--- config.mk ---
export PLATFORM = sky130hd
export DESIGN_NAME = pipe_hazard_ctrl
export DESIGN_NICKNAME = d
export VERILOG_FILES = /design/src/rtl/mips_pipe_pkg.sv /design/src/rtl/fwd_select.sv /design/src/rtl/pipe_hazard_ctrl.sv
export SDC_FILE = /design/constraint.sdc
export NUM_CORES = 1
export LEC_CHECK = 0
export BUFFER_PORTS_ARGS = -buffer_cell sky130_fd_sc_hd__buf_4
export CORE_MARGIN = 5
export CORE_UTILIZATION = 45
export CTS_BUF_LIST = sky130_fd_sc_hd__clkbuf_8
export CTS_CLUSTER_DIAMETER = 100
export DETAILED_ROUTE_END_ITERATION = 10
export PLACE_DENSITY = 0.78
export SLEW_MARGIN = 20
export SYNTH_ARGS = -nofsm -noshare
export SYNTH_HDL_FRONTEND = slang
export SYNTH_SLANG_ARGS = --single-unit
--- constraint.sdc ---
create_clock -name clk -period 1.6 [get_ports clk]
set_clock_uncertainty 0.2 [all_clocks]
set_input_delay 0.16 -clock clk [delete_from_list [all_inputs] [get_ports clk]]
set_output_delay 0.16 -clock clk [all_outputs]
set_load 0.02 [all_outputs]
--- src/rtl/mips_pipe_pkg.sv ---
// Shared types for the pipeline hazard controller: per-stage record, bubble constant
// and the forwarding-select width helper.
package mips_pipe_pkg;

  // Record register field is sized for the widest supported register file; narrower
  // register addresses are zero-extended into it.
  localparam int MAX_REG_AW = 8;

  typedef struct packed {
    logic                  valid;
    logic                  wr_en;
    logic [MAX_REG_AW-1:0] wr_reg;
    logic                  is_load;
  } stage_rec_t;

  localparam stage_rec_t BUBBLE = '0;

  function automatic int sel_width(input int depth);
    return (depth < 1) ? 1 : $clog2(depth + 1);
  endfunction

endpackage

--- src/rtl/fwd_select.sv ---
// Forwarding source selector for one operand: picks the youngest eligible producer
// among the tracked stages; 0 selects the register file.
module fwd_select
  import mips_pipe_pkg::*;
#(
  parameter int DEPTH = 3,
  parameter int SW    = sel_width(DEPTH)
) (
  input  stage_rec_t [DEPTH-1:0] stages,
  input  logic [MAX_REG_AW-1:0]  src,
  output logic [SW-1:0]          sel
);

  logic [DEPTH-1:0] match;

  // A load still in stage 0 has no data yet; that case is covered by the stall.
  for (genvar gi = 0; gi < DEPTH; gi++) begin : g_match
    assign match[gi] = stages[gi].valid && stages[gi].wr_en &&
                       (stages[gi].wr_reg != '0) && (stages[gi].wr_reg == src) &&
                       !(stages[gi].is_load && (gi == 0));
  end

  always_comb begin
    sel = '0;
    for (int k = DEPTH - 1; k >= 0; k--) begin
      if (match[k]) sel = SW'(k + 1);
    end
  end

endmodule

--- src/rtl/pipe_hazard_ctrl.sv ---
// Pipeline hazard controller: load-use stall, branch flush and operand forwarding.
// Optional HAZARD_PERF_EN adds saturating stall/flush event counters.
module pipe_hazard_ctrl
  import mips_pipe_pkg::*;
#(
  parameter int REG_AW   = 5,
  parameter int DEPTH    = 3,
  parameter int BR_STAGE = 1,
  localparam int SW      = sel_width(DEPTH)
) (
  input  logic              clk,
  input  logic              rst,
  input  logic              id_valid,
  input  logic              id_uses_rs,
  input  logic              id_uses_rt,
  input  logic              id_wr_en,
  input  logic              id_is_load,
  input  logic [REG_AW-1:0] id_rs,
  input  logic [REG_AW-1:0] id_rt,
  input  logic [REG_AW-1:0] id_wr_reg,
  input  logic              br_taken,
  output logic              stall,
  output logic              flush,
  output logic [SW-1:0]     fwd_a_sel,
  output logic [SW-1:0]     fwd_b_sel,
  output logic [DEPTH-1:0]  stage_valid
`ifdef HAZARD_PERF_EN
  ,
  output logic [31:0]       stall_cnt,
  output logic [31:0]       flush_cnt
`endif
);

  stage_rec_t [DEPTH-1:0] stage_reg;
  stage_rec_t [DEPTH-1:0] stage_next;
  stage_rec_t             id_rec;
  logic [MAX_REG_AW-1:0]  rs_ext;
  logic [MAX_REG_AW-1:0]  rt_ext;
  logic                   rs_hit;
  logic                   rt_hit;
  logic                   load_use;

  assign rs_ext = MAX_REG_AW'(id_rs);
  assign rt_ext = MAX_REG_AW'(id_rt);

  always_comb begin
    id_rec         = BUBBLE;
    id_rec.valid   = 1'b1;
    id_rec.wr_en   = id_wr_en;
    id_rec.wr_reg  = MAX_REG_AW'(id_wr_reg);
    id_rec.is_load = id_is_load;
  end

  assign rs_hit   = id_uses_rs && (rs_ext == stage_reg[0].wr_reg);
  assign rt_hit   = id_uses_rt && (rt_ext == stage_reg[0].wr_reg);
  assign load_use = id_valid && stage_reg[0].valid && stage_reg[0].is_load &&
                    stage_reg[0].wr_en && (stage_reg[0].wr_reg != '0) && (rs_hit || rt_hit);

  assign flush = br_taken && stage_reg[BR_STAGE].valid;
  assign stall = load_use && !flush;

  assign stage_next[0] = (id_valid && !stall && !flush) ? id_rec : BUBBLE;

  // Stages younger than the branch are squashed before they shift onward.
  for (genvar gi = 1; gi < DEPTH; gi++) begin : g_shift
    assign stage_next[gi] = (flush && ((gi - 1) < BR_STAGE)) ? BUBBLE : stage_reg[gi-1];
  end

  always_ff @(posedge clk or posedge rst) begin
    if (rst) begin
      for (int k = 0; k < DEPTH; k++) stage_reg[k] <= BUBBLE;
    end else begin
      stage_reg <= stage_next;
    end
  end

  for (genvar gi = 0; gi < DEPTH; gi++) begin : g_valid
    assign stage_valid[gi] = stage_reg[gi].valid;
  end

  fwd_select #(
    .DEPTH (DEPTH),
    .SW    (SW)
  ) u_fwd_a (
    .stages (stage_reg),
    .src    (rs_ext),
    .sel    (fwd_a_sel)
  );

  fwd_select #(
    .DEPTH (DEPTH),
    .SW    (SW)
  ) u_fwd_b (
    .stages (stage_reg),
    .src    (rt_ext),
    .sel    (fwd_b_sel)
  );

`ifdef HAZARD_PERF_EN
  always_ff @(posedge clk or posedge rst) begin
    if (rst) begin
      stall_cnt <= '0;
      flush_cnt <= '0;
    end else begin
      if (stall && (stall_cnt != 32'hFFFF_FFFF)) stall_cnt <= stall_cnt + 32'd1;
      if (flush && (flush_cnt != 32'hFFFF_FFFF)) flush_cnt <= flush_cnt + 32'd1;
    end
  end
`endif

endmodule

==> metrics.md <==
| Metric | Value |
|---|---|
| Outcome | `finished, violations left` |
| Failing checks | `negative setup slack` |
| Arrival @ worst endpoint | `1.95 ns` |
| Clock buffer depth | `2` |
| Largest net degree at the start of global routing | `23` |
| Die X | `61.4 µm` |
| Filler instances | `159` |
| Full die area | `0.00377 mm²` |
| Fin crit share | `1.44` |
| Critical path peak fanout | `2` |
| R2R Path Start | `stage_reg[4]` |
| Hpwl dp | `2.30 mm` |
| Skew-Pair Late Insertion Delay | `0.26 ns` |
| Final Core Density | `0.759` |
| Flop and latch count out of synthesis | `22` |
| Synthesized area per cell | `10.4 µm²` |
| Leakage | `0.895 nW` |
| # IOs | `32` |
| RSZ-0062 raised after global routing | `true` |
| Final GP Congestion | `0.825` |
| Top cell family by delay on the critical path | `simple AND/OR/NAND/NOR gates` |
| First-pass GRT wire length | `5.22 mm` |
| CTS tree | `yes` |
| Core Rows | `18` |
| DR pass1 iterations | `4` |
| HP Class | `in2reg` |
| P per Cell Area | `705 mW/mm²` |
| Post-route DRC | `0` |
| Fmax | `433 MHz` |
| Total GRT Usage | `0.196` |
| Slowest Stage Delay on Critical Path | `0.52 ns` |
| CP Class | `reg2out` |
| Max_cap viols | `0` |
| Clock buffer count from CTS | `3` |
| Share of cells above drive strength 1 | `0.478` |
| DIE HEIGHT | `61.4 µm` |
| Crit-path cells | `or4_1, o211ai_1, buf_4, nor4_2, nand2b_1, and2_4, buf_6` |
| Worst min-delay path startpoint | `br_taken` |
| Vias in the first global route | `1159` |
| Critical Path Source | `stage_next[24]` |
| Starting Density | `0.475` |
| Area growth syn-to-layout | `59.7%` |
| Drt wl/cell | `15.5 µm` |
| Layout net count | `204` |
| Via/cell ratio | `5.14` |
| Non-filler cells, final | `210` |
| Initial antenna violation count | `0` |
| H-tree depth | `1` |
| Worst EP required | `1.24 ns` |
| GR Overflow Total | `0` |
| Slew headroom | `0.780` |
| 1st-iter DRT viols | `34` |
| Sequential area share after synthesis | `0.463` |
| Setup-failing EPs final | `13` |
| Area of the multi-input gates | `687 µm²` |
| Clock transition at the registers of the reported paths | `0.08 ns` |
| Final Hold Viols | `0` |
| Routed WL | `3.25 mm` |
| Post-Synthesis Cells | `114` |
| Port bufs | `31` |
| Post-synth cell types | `27` |
| # placed instances | `195` |
| Buf+Inv Stages, Crit Path | `2` |
| Clk root buf | `clkbuf_8` |
| DRT antenna net count | `0` |
| Worst Max-Slew Pin Slew | `0.327 ns` |
| Post-Syn Nets | `137` |
| Warnings from Yosys | `0` |
| Slowest CP cell | `or4_1` |
| Pwr Total | `1.34 mW` |
| Largest register FFs | `13` |
| CP endpoint kind | `output port` |
| # clock sinks | `22` |
| Diodes inserted | `0` |
| Tmin final | `2.31 ns` |
| Peak supply drop | `0.642 mV` |
| Via Count | `1079` |
| Netlist Area Pre-Place | `0.00119 mm²` |
| Worst setup margin | `-0.712 ns` |
| Max-slew violation count | `0` |
| Register area | `553 µm²` |
| Setup crit start kind | `flip-flop` |
| Core Area | `0.00250 mm²` |
cells by family (layout without fill, tap and decap cells):
kind of cell,Yosys count,after routing,synth area share
XOR/XNOR,28,28,0.206
AO/OA/AOI/OAI,8,8,0.0684
flip-flops,22,22,0.463
AND/OR/NAND/NOR,48,48,0.226
buffers and inverters,8,74,0.0358
Yosys cell counts, drive strengths merged:
cell type	instances	area (µm²)
o2111a	1	11.3
or3	1	6.26
o21ai	2	10.0
nand2	9	33.8
and4	1	8.76
clkbuf	1	5.00
a221oi	1	15.0
nor3	3	15.0
xor2	15	131
nor2	9	33.8
and2	8	50.1
nand4	3	18.8
xnor2	13	114
nor4	3	33.8
nand3	6	35.0
a211oi	1	20.0
inv	4	15.0
o211ai	1	7.51
buf	3	22.5
nand2b	2	12.5
dfrtp	22	551
or4	2	15.0
nor2b	1	6.26
o21a	1	7.51
o311a	1	10.0
timing repair:
item | CTS | global route
pin swaps | 12 | 1
endpoints found under the hold margin | 29 | 0
gates cloned | 0 | 0
setup buffers | 3 | 0
hold buffers | 8 | 0
setup endpoints to repair | 13 | 13
resized for setup | 14 | 13
worst paths after layout:
kind | slack (ns) | endpoint | cells after the start
max | -0.71 | fwd_a_sel[1] | 7
min | 0.11 | stage_next[23] | 5
max reg2reg | -0.39 | stage_reg[4] | 7
min reg2reg | 0.18 | stage_reg[31] | 0
max in group asynchronous | 0.68 | stage_reg[4] | 4
min in group asynchronous | 0.29 | stage_valid[1] | 4
final cells by class:
class,count,share of cell area
Clock buffer,4,0.0290
Inverter,4,0.00791
Multi-Input combinational cell,84,0.362
Sequential cell,22,0.291
Tap cell,30,0.0198
Timing Repair Buffer,66,0.290
cell usage in the layout (no fill, tap or decap):
cell           count
and2_1             7
nand4_1            3
a221oi_2           1
dfrtp_1           20
or3_1              1
nand3_1            4
dlygate4sd3_1      8
clkbuf_8           4
o211ai_1           1
nor2_1             1
o311a_1            1
dfrtp_2            2
buf_12             1
o2111a_1           1
and4_1             1
o21a_2             1
nor2b_4            1
a211oi_4           1
or4_1              2
buf_6              6
nor4_2             2
xor2_2             2
nor2_4             4
and2_4             1
inv_1              4
nand2_1            9
nor2_2             4
nor3_1             3
nand2b_1           2
xnor2_1           13
o21ai_2            2
buf_4             51
xor2_1            13
nand3_2            2
nor4_4             1
power breakdown:
part	internal (mW)	total (mW)	switching (mW)
clock network	0.219	0.394	0.175
registers	0.590	0.618	0.0286
logic	0.175	0.325	0.150
per-layer routing:
layer / up-vias / share of wire / global-route usage
met4: 0 / 0.019 / 0.0576
met2: 39 / 0.54 / 0.369
met3: 8 / 0.070 / 0.0356
met1: 523 / 0.37 / 0.226
li1: 509 / - / -
met5: - / 0 / 0
metrics by stage:
| stage | setup slack (ns) | setup TNS, ns | instance area, µm² | hold slack (ns) |
|---|---|---|---|---|
| 2_1_floorplan | -0.279 | -3.42 | 1220 | -0.0508 |
| 3_3_place_gp | -0.396 | -3.43 | 1640 | 0.00333 |
| 3_5_place_dp | -0.462 | -4.17 | 1640 | 0.0104 |
| 4_1_cts | -0.693 | -6.35 | 1850 | 0.115 |
| 5_1_grt | -0.821 | -7.17 | 1900 | 0.136 |
| 6_report | -0.712 | -6.07 | 1900 | 0.109 |
tightest hold or removal path, cell delays in order:
cell,delay (ns)
buf_4,0.08
nand2_1,0.05
buf_4,0.15
inv_1,0.06
nor2_1,0.04
No activity file was read; power rests on OpenSTA's default activity.
